$ cat src/rtl/fetch_pkg.sv
// Shared definitions for the instruction fetch stage.
// Holds the default address/data widths, the program length, the reset
// fetch address and the fetch FSM state encoding.
package fetch_pkg;

    localparam int ADDR_W   = 5;
    localparam int DATA_W   = 16;
    localparam int PROG_LEN = 16;
    localparam int RESET_PC = 0;

    typedef enum logic [1:0] {
        ST_IDLE  = 2'd0,
        ST_FETCH = 2'd1,
        ST_HOLD  = 2'd2,
        ST_HALT  = 2'd3
    } fetch_state_t;

endpackage

$ cat src/rtl/instr_fetch_pc_counter.sv
// Program counter for the fetch stage.
// Ports:
//   i_clk, i_rst     clock, asynchronous active-high reset (pc -> RESET_PC)
//   i_load           load pc with i_load_addr (has priority over i_inc)
//   i_load_addr      load value, taken as-is even beyond the program end
//   i_inc            advance pc with wrap; any pc at/above PROG_LEN-1 wraps to 0
//   o_pc             current program counter
module pc_counter
    import fetch_pkg::*;
#(
    parameter int P_ADDR_W   = ADDR_W,
    parameter int P_PROG_LEN = PROG_LEN,
    parameter int P_RESET_PC = RESET_PC
) (
    input  logic                i_clk,
    input  logic                i_rst,
    input  logic                i_load,
    input  logic [P_ADDR_W-1:0] i_load_addr,
    input  logic                i_inc,
    output logic [P_ADDR_W-1:0] o_pc
);

    localparam logic [P_ADDR_W-1:0] LAST_PC   = P_ADDR_W'(P_PROG_LEN - 1);
    localparam logic [P_ADDR_W-1:0] RESET_VAL = P_ADDR_W'(P_RESET_PC);
    localparam logic [P_ADDR_W-1:0] PC_ZERO   = {P_ADDR_W{1'b0}};
    localparam logic [P_ADDR_W-1:0] PC_ONE    = {{(P_ADDR_W-1){1'b0}}, 1'b1};

    logic [P_ADDR_W-1:0] r_pc;
    logic [P_ADDR_W-1:0] w_pc_next;

    // Increment with wrap; ">=" also folds out-of-program jump targets back to 0.
    always_comb begin
        w_pc_next = PC_ZERO;
        if (r_pc >= LAST_PC) begin
            w_pc_next = PC_ZERO;
        end else begin
            w_pc_next = r_pc + PC_ONE;
        end
    end

    // PC register: load beats increment, otherwise hold.
    always_ff @(posedge i_clk or posedge i_rst) begin
        if (i_rst) begin
            r_pc <= RESET_VAL;
        end else if (i_load) begin
            r_pc <= i_load_addr;
        end else if (i_inc) begin
            r_pc <= w_pc_next;
        end else begin
            r_pc <= r_pc;
        end
    end

    assign o_pc = r_pc;

endmodule

$ cat src/rtl/instr_fetch.sv
// Instruction fetch stage in front of a combinational, oe-gated program ROM.
// Ports:
//   i_clk, i_rst       clock, asynchronous active-high reset
//   i_en               run enable; low suppresses new fetches
//   o_rom_oe/o_rom_addr ROM enable and address (address is always pc)
//   i_rom_data         ROM word for the current address
//   o_instr/o_instr_valid/i_instr_ready  instruction handshake to the decoder
//   i_jmp_en/i_jmp_addr  redirect pc and flush the instruction register
//   i_halt             enter HALT (left only by jump or reset)
//   o_pc, o_halted     current fetch address, HALT indication
module instr_fetch
    import fetch_pkg::*;
#(
    parameter int P_ADDR_W   = ADDR_W,
    parameter int P_DATA_W   = DATA_W,
    parameter int P_PROG_LEN = PROG_LEN,
    parameter int P_RESET_PC = RESET_PC
) (
    input  logic                i_clk,
    input  logic                i_rst,
    input  logic                i_en,
    output logic                o_rom_oe,
    output logic [P_ADDR_W-1:0] o_rom_addr,
    input  logic [P_DATA_W-1:0] i_rom_data,
    output logic [P_DATA_W-1:0] o_instr,
    output logic                o_instr_valid,
    input  logic                i_instr_ready,
    input  logic                i_jmp_en,
    input  logic [P_ADDR_W-1:0] i_jmp_addr,
    input  logic                i_halt,
    output logic [P_ADDR_W-1:0] o_pc,
    output logic                o_halted
);

    fetch_state_t          r_state;
    logic [P_DATA_W-1:0]   r_instr;
    logic                  r_instr_valid;
    logic                  r_halted;

    fetch_state_t          w_state_next;
    logic                  w_rom_oe;
    logic                  w_ir_load;
    logic                  w_pc_load;
    logic                  w_pc_inc;
    logic                  w_valid_next;
    logic                  w_halted_next;
    logic [P_ADDR_W-1:0]   w_pc;

    pc_counter #(
        .P_ADDR_W   (P_ADDR_W),
        .P_PROG_LEN (P_PROG_LEN),
        .P_RESET_PC (P_RESET_PC)
    ) u_pc_counter (
        .i_clk       (i_clk),
        .i_rst       (i_rst),
        .i_load      (w_pc_load),
        .i_load_addr (i_jmp_addr),
        .i_inc       (w_pc_inc),
        .o_pc        (w_pc)
    );

    // ROM is enabled whenever this cycle could load a word: in FETCH, or in
    // HOLD when the current word is being consumed and running is enabled.
    always_comb begin
        w_rom_oe = 1'b0;
        if (r_state == ST_FETCH) begin
            w_rom_oe = 1'b1;
        end else if ((r_state == ST_HOLD) && i_instr_ready && i_en) begin
            w_rom_oe = 1'b1;
        end else begin
            w_rom_oe = 1'b0;
        end
    end

    // Next-state and control: jump beats halt beats normal sequencing.
    always_comb begin
        w_state_next  = r_state;
        w_ir_load     = 1'b0;
        w_pc_load     = 1'b0;
        w_pc_inc      = 1'b0;
        w_valid_next  = r_instr_valid;
        w_halted_next = r_halted;
        if (i_jmp_en) begin
            // Flush: the held word is dropped even if the decoder is ready.
            w_state_next  = ST_FETCH;
            w_pc_load     = 1'b1;
            w_valid_next  = 1'b0;
            w_halted_next = 1'b0;
        end else if (i_halt && (r_state != ST_HALT)) begin
            // Any word fetched this cycle is not loaded; pc stays put.
            w_state_next  = ST_HALT;
            w_valid_next  = 1'b0;
            w_halted_next = 1'b1;
        end else begin
            case (r_state)
                ST_IDLE: begin
                    if (i_en) begin
                        w_state_next = ST_FETCH;
                    end else begin
                        w_state_next = ST_IDLE;
                    end
                end
                ST_FETCH: begin
                    w_ir_load    = 1'b1;
                    w_pc_inc     = 1'b1;
                    w_valid_next = 1'b1;
                    w_state_next = ST_HOLD;
                end
                ST_HOLD: begin
                    if (i_instr_ready && i_en) begin
                        w_ir_load    = 1'b1;
                        w_pc_inc     = 1'b1;
                        w_valid_next = 1'b1;
                        w_state_next = ST_HOLD;
                    end else if (i_instr_ready) begin
                        w_valid_next = 1'b0;
                        w_state_next = ST_IDLE;
                    end else begin
                        w_state_next = ST_HOLD;
                    end
                end
                ST_HALT: begin
                    w_state_next = ST_HALT;
                end
                default: begin
                    w_state_next  = ST_IDLE;
                    w_valid_next  = 1'b0;
                    w_halted_next = 1'b0;
                end
            endcase
        end
    end

    // State, instruction register and status flags.
    always_ff @(posedge i_clk or posedge i_rst) begin
        if (i_rst) begin
            r_state       <= ST_IDLE;
            r_instr       <= {P_DATA_W{1'b0}};
            r_instr_valid <= 1'b0;
            r_halted      <= 1'b0;
        end else begin
            r_state       <= w_state_next;
            r_instr       <= w_ir_load ? i_rom_data : r_instr;
            r_instr_valid <= w_valid_next;
            r_halted      <= w_halted_next;
        end
    end

    assign o_rom_oe      = w_rom_oe;
    assign o_rom_addr    = w_pc;
    assign o_pc          = w_pc;
    assign o_instr       = r_instr;
    assign o_instr_valid = r_instr_valid;
    assign o_halted      = r_halted;

endmodule

$ cat config.mk
export PLATFORM = sky130hd
export DESIGN_NAME = instr_fetch
export DESIGN_NICKNAME = d
export VERILOG_FILES = /design/src/rtl/fetch_pkg.sv /design/src/rtl/instr_fetch_pc_counter.sv /design/src/rtl/instr_fetch.sv
export SDC_FILE = /design/constraint.sdc
export NUM_CORES = 1
export LEC_CHECK = 0
export CORE_ASPECT_RATIO = 1.4
export CORE_MARGIN = 5
export CORE_UTILIZATION = 45
export CTS_CLUSTER_SIZE = 40
export DETAILED_ROUTE_END_ITERATION = 16
export PLACE_DENSITY = 0.86
export RECOVER_POWER = 50
export SLEW_MARGIN = 20
export SYNTH_ARGS = -nofsm -noshare
export SYNTH_HDL_FRONTEND = slang
export SYNTH_HIERARCHICAL = 1
export SYNTH_SLANG_ARGS = --single-unit
$ cat constraint.sdc
create_clock -name i_clk -period 4.88 [get_ports i_clk]
set_clock_uncertainty 0.05 [all_clocks]
set_input_delay 0.488 -clock i_clk [delete_from_list [all_inputs] [get_ports i_clk]]
set_output_delay 0.488 -clock i_clk [all_outputs]
set_load 0.02 [all_outputs]
# [Word level (Yosys, flattened, before mapping)]
# Index checks and enable logic that the tools add are counted.
[word_totals] register_bits=25 in_bits=27 output_inout_bits=29 word_cells=44
[op_classes] add_sub_neg=1 magnitude_cmp=1 eq_ne=5 n_mux=23 n_reduce_logical=9
[op_table] op="5-bit 2-to-1 mux" n=3
[op_table] op="1-bit 2-to-1 mux" n=13
[op_table] op="2-bit 2-to-1 mux" n=4
[op_table] op="2-bit case mux with 4 select lines" n=1
[op_table] op="5-bit by 1-bit adder with 5-bit output, second input constant" n=1
[op_table] op="5-bit by 4-bit greater-or-equal comparator with 1-bit output, second input constant" n=1
[op_table] op="5-bit by 3-bit != test with 1-bit output, second input constant" n=1
[op_table] op="2-bit == test, second input constant" n=2
[op_table] op="1-bit logical AND" n=4
[op_table] op="1-bit case mux with 2 select lines" n=2
[op_table] op="2-bit nonzero test" n=2
[op_table] op="4-bit nonzero test" n=1
[op_table] op="2-bit by 1-bit == test with 1-bit output, second input constant" n=1
[op_table] op="2-bit logical NOT" n=1
[op_table] op="2-bit != test, second input constant" n=1
[op_table] op="2-bit AND reduction" n=1

# [Longest topological paths before layout]
# Gate-level depths: netlist of the first run.
[logic_depth] word_depth=7 mapped_depth=9 depth_no_buf=7

# [By module]
# Netlist of the first run, hierarchy kept.
[modules_own_cells] module="instr_fetch" n_inst=1 cells_per_inst=68 area_each_um2=967.2 seq_area_each_um2=500.5
[modules_own_cells] module="pc_counter" n_inst=1 cells_per_inst=37 area_each_um2=350.3 seq_area_each_um2=125.1

# [Least setup slack after synthesis of the first run]
# Ideal clock, no wire load.
[synth_path] kind="flip-flop to flip-flop" from="reg r_state[0]" to="reg u_pc_counter.r_pc[3], in the netlist u_pc_counter/o_pc[3]" t_arrival_ns=1.899 setup_slack_ns=2.836 path_stages_with_launch=9 n_path_buf=2 synth_period_minus_slack_ns=2.044 cell_sequence="dfrtp_1 inv_1 ha_1 a31oi_1 nor4b_4 buf_6 buf_6 a41oi_1 o31ai_1"
[synth_via] elab_chain_cells=5
[synth_lines] element="start, declared" line="instr_fetch.sv:35" text="fetch_state_t r_state;"
[synth_lines] element="start signal, assigned" line="instr_fetch.sv:142" text="r_state <= w_state_next;"
[synth_lines] element="2-bit == test, or another cell as far along"
[synth_lines] element="1-bit case mux with 2 select lines or 1-bit logical AND (tied branches)"
[synth_lines] element="1-bit 2-to-1 mux (*) (2 in a row)"
[synth_lines] element="named net w_ir_load" line="instr_fetch.sv:42" text="logic w_ir_load;"
[synth_lines] element="2-bit nonzero test (no source line) (*)"
[synth_lines] element="end signal, assigned" line="instr_fetch_pc_counter.sv:46" text="r_pc <= i_load_addr;"
[synth_lines] element="end signal, assigned" line="instr_fetch_pc_counter.sv:48" text="r_pc <= w_pc_next;"
[synth_lines] element="end signal, assigned" line="instr_fetch_pc_counter.sv:50" text="r_pc <= r_pc;"
[synth_lines] element="end, declared" line="instr_fetch_pc_counter.sv:28" text="logic [P_ADDR_W-1:0] r_pc;"
# Mark *: on every way through the listed nets, which the timed path passes. The rest lies on a longest branch.
# A chain may end at the register's enable or synchronous reset.

# [Worst setup path in the final report of the first run]
[layout_path] from="reg r_state[0]" to="out o_rom_oe"
[layout_via] elab_chain_cells=5
[layout_lines] element="2-bit == test" line="instr_fetch.sv:68" text="end else if ((r_state == ST_HOLD) && i_instr_ready && i_en) begin"
[layout_lines] element="1-bit logical AND (2 in a row)" line="instr_fetch.sv:68"
[layout_lines] element="1-bit 2-to-1 mux" line="instr_fetch.sv:68"
[layout_lines] element="1-bit 2-to-1 mux (*)" line="instr_fetch.sv:66" text="if (r_state == ST_FETCH) begin"
[layout_lines] element="end, declared" line="instr_fetch.sv:22" text="output logic o_rom_oe,"
# Every way passes the cells marked *; elsewhere a longest branch is shown, timed or not.

==> impl_metrics.toml, run 1 <==
[yosys]
synthAdderAreaFrac_pct = 6.65
synth.top_cell.area_share_pct = 47.5
yosys.area_share.simple_pct = 13.1
ys_ff_latch = 25
avgSynthCellArea_um2 = 12.5
muxShareOfSynthArea_pct = 17.8
yosysWarnings = 6
synth_area_um2 = 1320
synth_top_family_by_area = "multiplexers"
yosysSeqAreaShare_pct = 47.5
synth_top_cell_by_area = "dfrtp_1"
synthXorXnorAreaFrac_pct = 0
synth_area_leaders = "dfrtp_1 (47%), mux2_4 (10%), ha_1 (6.6%), mux2_2 (6.0%), buf_4 (2.8%)"
synthCells = 105
yosys.cell_types.count = 35
synth_nets = 139
synth_compound_gate_area_share_pct = 8.36

[routing]
vias_per_cell = 5.06
route.vias.total = 982
wl_per_cell_um = 15.7
first_pass_iters = 6
final_antenna_net_count = 0
drt-total-wl_um = 3050
first_iter_violations = 7
drc = 0

[floorplanning]
dieArea_um2 = 4130
die_width_um = 55.7
initial_core_util_pct = 46.2
die_h_um = 74.0
io_pins = 56
row_count = 23
core_area_um2 = 2850

[timing]
hold_viol_final = 0
slew_headroom_pct = 49.6
tightest_slew_ns = 0.756
grt_setup_unrepaired = "false"
drv_slew = 0
clock.fmax_ghz = 0.427
fin_crit_ns = 2.34
setup_viol = 0
setup_ws_ns = 2.54
fin_tns_setup_ns = 0
period_share_pct = 48.0
hold_slack_ns = 0.465

[cts]
postCtsSetupBuffers = 0
holdBufCountCts = 0
clk_pin_slew_ns = 0.09
cts-root-buf = "clkbuf_8"
clock_path_buffers = 2
numCtsBuffers = 3
tritoncts = "yes"
cts_sinks = 25
h-tree-depth = 1
clk_latency_ns = 0.26
ctsResizeCount = 0

[hold_path]
min_path_type = "reg2reg"

[place]
dpl.cell_count = 190
dpl.hpwl_um = 2380
gp_congestion = 0.864
io_buffers = 55
dpl_cell_area_um2 = 1860
dpl_worst_slack_ns = 2.41

[grt]
grt_overflow_total = 0
grt_pass1_wl_um = 4960
grt.total_usage_pct = 15.1
grt_pass1_vias = 1065
grt_start_max_net_pins = 26
antenna_found_initial = 0

[critical_path]
arrival_ns = 1.80
cp_max_fo = 4
crit_type = "reg2out"
critPathLaunchType = "register"
crit_path_end_kind = "output port"
cp.required_ns = 4.34

[finish]
final_nets = 192
instances_no_fill = 194
final_common_cell = "clkdlybuf4s50_1"
synthToLayoutAreaGrowth_pct = 44.6
final_cell_mix = "clkdlybuf4s50_1 (42), dfrtp_1 (25), dlygate4sd3_1 (13), mux2_4 (9)"
fillers = 210
final_cell_area_um2 = 1910
diodes = 0
drive_above_1_share_pct = 16.6

[flow_run]
maxCapViolations = 0

[status]
status = "complete, no violations"

[power]
irDropWorstVdd_v = 0.000292
p_leak_nw = 0.842
p_per_area_nw_per_um2 = 446
power breakdown:
group	switching, mW	internal (mW)
clock	0.0643	0.0577
sequential	0.0478	0.278
combinational	0.183	0.219
synthesized netlist by cell type:
cell type and instances:
a2111oi_0 1, a21boi_1 1, a21oi_1 1, a31o_2 1, a31oi_1 1, a41oi_1 3, and2b_1 1, and3_2 1
and4bb_1 1, buf_2 1, buf_4 5, buf_6 2, dfrtp_1 25, ha_1 7, inv_1 6, mux2_2 7
mux2_4 9, mux2i_1 2, nand2_1 7, nand2b_1 1, nand3_1 1, nand4_2 1, nor2_1 4, nor2_4 1
nor2b_1 2, nor3_1 2, nor3b_1 2, nor4b_4 1, o211a_1 1, o211ai_1 1, o21a_1 1, o21ai_0 1
o21ai_1 2, o31ai_1 1, or2b_1 1
flip-flops by register name, summed over array words and instances, names as in the netlist:
| register | count |
|---|---|
| o_halted | 1 |
| o_instr | 16 |
| o_instr_valid | 1 |
| r_state | 2 |
| u_pc_counter/o_pc | 5 |
per-layer routing:
layer / global-route usage (%) / up-vias / routed length, um
met4: 6.22 / 0 / 19
met3: 3.30 / 2 / 159
li1: - / 470 / -
met5: 0 / - / 0
met2: 26.8 / 37 / 1590
met1: 17.7 / 473 / 1290
kinds of logic (layout without fill, tap and decap cells):
kind of cell,Yosys count,in the layout
mux,18,18
flops,25,25
buf+inv,14,66
fa+ha+maj,7,7
compound gates,15,15
simple gates,26,26
layout make-up:
class | instances | area [um^2] | area share (%)
sequential | 25 | 626 | 32.8
inverter | 6 | 22.5 | 1.18
clock buffer | 3 | 41.3 | 2.17
timing repair buffer | 56 | 558 | 29.3
clock inverter | 1 | 7.51 | 0.394
tap | 37 | 46.3 | 2.43
multi-input combinational | 66 | 604 | 31.7
metrics by stage:
stage          util, %  power (mW)
3_5_place_dp      65.2       0.750
4_1_cts           66.9       0.873
3_3_place_gp      65.2       0.737
5_1_grt           66.9       0.895
2_1_floorplan        -       0.550
6_report          66.9       0.850
critical path, stage by stage (launching register included):
cell,delay (ns)
dfrtp_1,0.42
inv_1,0.12
ha_1,0.23
a31o_2,0.17
clkdlybuf4s50_1,0.59
worst paths after layout:
check,from,to,slack [ns],cells past startpoint
max in group asynchronous,i_rst,o_instr[4],3.54,2
min in group asynchronous,i_rst,u_pc_counter/o_pc[1],0.54,2
worst max-delay path,r_state[0],o_rom_oe,2.54,4
worst max register to register,r_state[0],o_instr[0],2.84,6
worst min-delay path,o_instr[13],o_instr[13],0.47,1
worst min register to register,o_instr[13],o_instr[13],0.47,1
Note: power is estimated with default switching activity, not from simulation.
==> run 2: changes to the inputs <==
--- a/config.mk
+++ b/config.mk
@@ -7,10 +7,10 @@
 export LEC_CHECK = 0
 export CORE_ASPECT_RATIO = 1.4
 export CORE_MARGIN = 5
-export CORE_UTILIZATION = 45
+export CORE_UTILIZATION = 42
 export CTS_CLUSTER_SIZE = 40
 export DETAILED_ROUTE_END_ITERATION = 16
-export PLACE_DENSITY = 0.86
+export PLACE_DENSITY = 0.81
 export RECOVER_POWER = 50
 export SLEW_MARGIN = 20
 export SYNTH_ARGS = -nofsm -noshare
==> constraint.sdc (replaced) <==
create_clock -name i_clk -period 2.3 [get_ports i_clk]
set_clock_uncertainty 0.05 [all_clocks]
set_input_delay 0.23 -clock i_clk [delete_from_list [all_inputs] [get_ports i_clk]]
set_output_delay 0.23 -clock i_clk [all_outputs]
set_load 0.02 [all_outputs]
==> impl_metrics.toml, run 2 (synthesis gave the netlist of run 1 again) <==
[power]
irDropWorstVdd_v = 0.000676
p_per_area_nw_per_um2 = 934
power_mw = 1.80
p_leak_nw = 0.850

[critical_path]
slowest_stage = "clkdlybuf4s50_1"
cp.required_ns = 2.02
crit_chain = "inv_1 -> ha_1 -> a31o_2 -> clkdlybuf4s50_1"
cp_top_family = "buffers and inverters"
crit_type = "reg2out"
cp_max_fo = 4
critPathLaunchType = "register"
arrival_ns = 1.78
slowest_delay_ns = 0.59
cp_num_buf_inv = 2
crit_path_end_kind = "output port"

[routing]
route.vias.total = 984
drt-total-wl_um = 2980
first_iter_violations = 23
drc = 0
final_antenna_net_count = 0
vias_per_cell = 4.99
wl_per_cell_um = 15.1
first_pass_iters = 4

[finish]
final_cell_mix = "clkdlybuf4s50_1 (43), dfrtp_1 (25), dlygate4sd3_1 (12), mux2_4 (9)"
largest_reg_flops = 16
diodes = 0
drive_above_1_share_pct = 16.5
final_common_cell = "clkdlybuf4s50_1"
final_cell_area_um2 = 1920
instances_no_fill = 197
synthToLayoutAreaGrowth_pct = 46.1
final_core_util_pct = 62.8
final_nets = 193

[cts]
clk_latency_ns = 0.26
cts-root-buf = "clkbuf_8"
clk_pin_slew_ns = 0.08
holdBufCountCts = 0
h-tree-depth = 1
cts_sinks = 25
postCtsSetupBuffers = 0
numCtsBuffers = 3
ctsResizeCount = 0
clock_path_buffers = 2
tritoncts = "yes"

[status]
status = "complete, no violations"

[place]
dpl.hpwl_um = 2280
gp_congestion = 0.924
dpl.cell_count = 193
io_buffers = 55
dpl_cell_area_um2 = 1880
dpl_worst_slack_ns = 0.274

[grt]
antenna_found_initial = 0
grt_pass1_vias = 1094
grt_pass1_wl_um = 5150
grt_start_max_net_pins = 26
grt.total_usage_pct = 14.8
grt_overflow_total = 0

[floorplanning]
initial_core_util_pct = 43.0
die_width_um = 57.3
die_h_um = 76.3
io_pins = 56
dieArea_um2 = 4370
core_area_um2 = 3060
row_count = 24

[timing]
setup_ws_ns = 0.243
drv_slew = 0
fin_tns_setup_ns = 0
setup_viol = 0
period_share_pct = 89.4
slew_headroom_pct = 46.1
hold_viol_final = 0
fin_crit_ns = 2.06
tightest_slew_ns = 0.808
hold_slack_ns = 0.284
grt_setup_unrepaired = "false"
clock.fmax_ghz = 0.486

[flow_run]
maxCapViolations = 0

[hold_path]
min_path_type = "in2async"
run 2: changes by cell type in the layout (fill, tap and decap cells not counted), sizes merged:
| cell | before | now |
|---|---|---|
| buf | 1 | 2 |
| clkbuf | 3 | 4 |
| clkdlybuf4s50 | 42 | 43 |
| clkinvlp | 1 | 0 |
| dlygate4sd3 | 13 | 12 |
run 2: worst register-to-register path: cells and delay by family, from the launching register on:
kind	cells	cell delay, ns
DFF	1	0.42
buffers and inverters	2	0.35
muxes	1	0.35
and+or+nand+nor	1	0.33
adders and majority gates	1	0.18
AOI/OAI and AO/OA	1	0.13
run 2: final timing paths:
path / from / to / slack, ns / cells after the start
setup / recovery: r_state[0] / o_rom_oe / 0.24 / 4
hold / removal: i_rst / u_pc_counter/o_pc[1] / 0.28 / 2
setup reg to reg: r_state[0] / o_instr[2] / 0.38 / 6
hold reg to reg: o_instr[1] / o_instr[1] / 0.45 / 1
max in group asynchronous: i_rst / o_instr[1] / 1.16 / 2
min in group i_clk: o_instr[1] / o_instr[1] / 0.45 / 1
run 2: layout make-up:
| class | count | area, um^2 |
|---|---|---|
| clock buffers | 4 | 45.0 |
| flip-flops and latches | 25 | 626 |
| well taps | 39 | 48.8 |
| inverters | 6 | 22.5 |
| fillers | 261 | 1140 |
| multi-input cells | 66 | 604 |
| repair buffers | 57 | 578 |
run 2: where the power goes:
| part | switching (mW) | leakage (nW) | internal [mW] |
|---|---|---|---|
| clock network | 0.130 | 0.0228 | 0.124 |
| logic | 0.385 | 0.529 | 0.471 |
| registers | 0.0990 | 0.299 | 0.590 |
run 2: per-layer routing:
metal | part of all wire (%) | up-vias | GRT usage (%)
met1 | 39 | 473 | 16.7
met3 | 7.7 | 2 | 4.41
met5 | 0 | - | 0
met4 | 0.47 | 0 | 4.87
met2 | 53 | 35 | 26.0
li1 | - | 474 | -
==> RTL change 1: new RTL, config.mk and constraints of run 2 <==
The 4 states of `fetch_state_t` get a one-hot encoding in 4 bits.
--- a/src/rtl/fetch_pkg.sv
+++ b/src/rtl/fetch_pkg.sv
@@ -10,7 +10,7 @@
 
-    typedef enum logic [1:0] {
-        ST_IDLE  = 2'd0,
-        ST_FETCH = 2'd1,
-        ST_HOLD  = 2'd2,
-        ST_HALT  = 2'd3
+    typedef enum logic [3:0] {
+        ST_IDLE  = 4'b0001,
+        ST_FETCH = 4'b0010,
+        ST_HOLD  = 4'b0100,
+        ST_HALT  = 4'b1000
     } fetch_state_t;
Check against the original RTL: no difference found for any inputs over 10 cycles, from zero or initial values and one cycle with i_rst high; not proved beyond that.
==> RTL change 1 against run 2 <==
- power fell by 15%
- final area rose by 5.3%
- worst setup slack got worse by 0.080 ns
- critical path type is now register to register
- area after synthesis rose by 9.4%
- critical path depth rose by 2
- wire length rose by 11%
- global-route usage rose by 0.19 points
- sequential cell count rose by 2
- count of clock-buffer cells in the layout fell by 1
==> RTL change 1: results (changes against run 2) <==
status=complete, no violations; yosys warns=6 (unchanged); Comb. pwr=607 µW (-29%); vias in the first global route=1,216 (+11%); Pre-antenna DRT Iters=4 (unchanged); H-tree levels=1 (unchanged); GPL Wtd Cong=0.8838 (-4.3%); reg2reg path depth=6 (unchanged); Inserted Clock Buffers=3 (unchanged); Post-synth top flop=dfrtp_1; Async SR Flop Fraction=100.0% (unchanged); Unique masters post-synth=42 (+20%); filler instances=308 (+18%); Leakage=0.0009001 µW (+5.8%); Max rail drop VDD=0.5656 mV (-16%); placed cells=210 (+8.8%); total global-route track usage=14.98% (+0.19 points); Post-Synthesis Cells=122 (+16%); port bufs=55 (unchanged); Crit Path Category=register to register; layout cells sized above 1=17.82% (+1.4 points); vias per inst=5.308 (+6.3%); most frequent cell after synthesis=dfrtp_1; Layout Nets=204 (+5.7%); Seq pwr share=42.6% (+4.3 points); WL final=3302 µm (+11%); sw frac=32.74% (-1.4 points); Max Root-Sink Buffers=2 (unchanged); Reg clk slew, reported paths=0.09 ns; CTS root buf=clkbuf_8; worst hold path class=input pin to async pin; worst-margin pin slew=1.176 ns (+0.3684 ns); 1st-iter DRT viols=21 (-8.7%); number of antenna diodes=0 (unchanged); initial antenna violation count=0 (unchanged); pwr dens=753.3 nW/µm² (-19%); reg2reg start=r_state[1]; register area share after synthesis=46.96% (-0.52 points); hpwl dp=2595 µm (+14%); worst-skew pair later-pin latency=0.27 ns; max reg flops=16 (unchanged); crit-path max FO=9 (+5); first-pass GRT wire length=5602 µm (+8.7%); top cells by count, synth=dfrtp_1 (26), inv_1 (10), mux2_4 (9); via count=1,136 (+15%); Synthesized Nets=151 (+8.6%); Worst EP arrival=2.26 ns (+0.48 ns); largest net degree at the start of global routing=23 (-12%); dominant cells by area after synthesis=dfrtp_1 (45%), mux2_4 (9.4%), mux2_2 (5.5%)
[RTL change 1: critical path, cell delays in order, from the launching register on]
cell and delay (ns):
dfrtp_1 0.48, or4b_4 0.60, a21oi_4 0.20, nand2_4 0.09
inv_1 0.25, a41oi_1 0.16, o31ai_1 0.22
[RTL change 1: final timing paths]
path,to,slack (ns)
max,u_pc_counter/o_pc[3],0.16
min in group i_clk,u_pc_counter/o_pc[1],0.45
min,u_pc_counter/o_pc[0],0.27
min reg2reg,o_instr[15],0.46
max reg2reg,u_pc_counter/o_pc[3],0.16
max in group asynchronous,r_state[1],0.76
[RTL change 1: stage by stage]
step	area (µm²)	setup slack [ns]
2_1_floorplan	1441	0.2071
3_3_place_gp	1984	0.1331
3_5_place_dp	1984	0.09888
4_1_cts	2029	0.1721
5_1_grt	2026	0.04095
6_report	2026	0.1629
[RTL change 1: final cells by class]
cell class              count  share of cell area, %
clock buffers               3                  2.038
multi-input cells          75                  31.93
well taps                  40                  2.471
clock inverters             1                 0.2471
inverters                  10                  1.853
flip-flops and latches     27                  33.42
repair buffers             58                  28.04
[RTL change 1: cells by family after synthesis]
group / after synthesis / share of synthesized area [%]
compound gates: 25 / 13.63
fa+ha+maj: 2 / 1.736
buf+inv: 20 / 8.160
flops: 27 / 46.96
mux: 17 / 15.54
simple gates: 31 / 13.97
[RTL change 1: layer usage]
metal  GRT usage [%]  vias up  part of all wire [%]
met1           18.81      545                    39
li1                -      535                     -
met4           5.100        0                   1.6
met2           24.84       48                    52
met5               0        -                     0
met3           3.415        8                   7.4
[RTL change 1: repair_timing]
item | in CTS | in global routing
hold buffers | 0 | 0
setup buffers | 0 | 0
setup endpoints to repair | 1 | 0
resized for setup | 1 | 0
==> RTL change 2: new RTL, settings of run 2 <==
Without the edit above. Set the package constant `DATA_W` to 24 (it was 16).
--- a/src/rtl/fetch_pkg.sv
+++ b/src/rtl/fetch_pkg.sv
@@ -6,3 +6,3 @@
     localparam int ADDR_W   = 5;
-    localparam int DATA_W   = 16;
+    localparam int DATA_W   = 24;
     localparam int PROG_LEN = 16;
Ports: changed (resized i_rom_data and o_instr); port bits go from 56 to 72. The function was not compared with the original's and may differ.
==> RTL change 2 against run 2 <==
- worst setup slack worse by 0.047 ns
- final area is 25% higher
- critical path depth stayed put
- count of clock-buffer cells in the layout is 3 higher
- wire length is 27% higher
- sequential cell count is 8 higher
- combinational power is 30% higher
- non-clock buffer count is 17 higher
- utilization is 3.1 points higher
- power is 40% higher
- global-route usage is 2.2 points higher
- area after synthesis is 20% higher
- largest cell class unchanged
- first-iteration DRC count is 65% higher
- critical path type unchanged
- critical endpoint unchanged
==> RTL change 2: results (changes against run 2) <==
status=complete, no violations; Hold WS=0.2865 ns (+0.002019 ns); worst-margin pin slew=1.021 ns (+0.2130 ns); row count=26 (+8.3%); metal3 WL=370 µm (+60%); port bufs=71 (+29%); worst reg2reg endpoint=u_pc_counter/o_pc[4]; buffer share of cell area=30.87% (+0.83 points); total global-route track usage=16.99% (+2.2 points); Post-Synthesis Cells=122 (+16%); Non-clk bufs=74 (+30%); M1 GR Usage=18.52% (+1.8 points); Max rail drop VDD=0.8205 mV (+21%); dominant cells by area after synthesis=dfrtp_1 (52%), mux2_2 (17%), ha_1 (5.5%); hpwl dp=2887 µm (+27%); Synthesized Nets=164 (+18%); first-pass GRT wire length=6251 µm (+21%); Placement Cell Area=2307 µm² (+23%); worst-skew pair later-pin latency=0.28 ns (+0.02 ns); fraction of area in multi-input gates=27.43% (-4.0 points); placed cells=229 (+19%); drt wl/cell=15.93 µm (+5.3%); Leakage=0.001040 µW (+22%); 1st-iter DRT viols=38 (+65%); met3 Use GR=6.065% (+1.7 points)
==> RTL change 2: cell count changes in the layout (fill, tap and decap cells not counted) <==
cell,delta
mux2_2,+17
clkdlybuf4s50_1,+13
mux2_4,-9
dfrtp_1,+8
clkbuf_8,+4
dlygate4sd3_1,+3
clkinv_2,+1
nand2b_1,+1
or2b_1,-1
==> RTL change 2: power by group through the flow <==
| stage | logic, µW | registers [µW] | clock network, µW |
|---|---|---|---|
| 5_1_grt | 1180 | 962 | 518 |
| 3_5_place_dp | 1160 | 938 | 0 |
| 4_1_cts | 1170 | 935 | 494 |
| 6_report | 1110 | 926 | 483 |
| 2_1_floorplan | 322 | 1190 | 0 |
| 3_3_place_gp | 1140 | 934 | 0 |
==> RTL change 2: cells by family (layout without fill, tap and decap cells) <==
kind of cell	Yosys count	count (layout)	synth area share, %
muxes	26	26	18.31
AOI/OAI and AO/OA	15	15	6.946
and+or+nand+nor	26	26	10.89
buffers and inverters	15	88	6.235
DFF	33	33	52.09
adders and majority gates	7	7	5.525
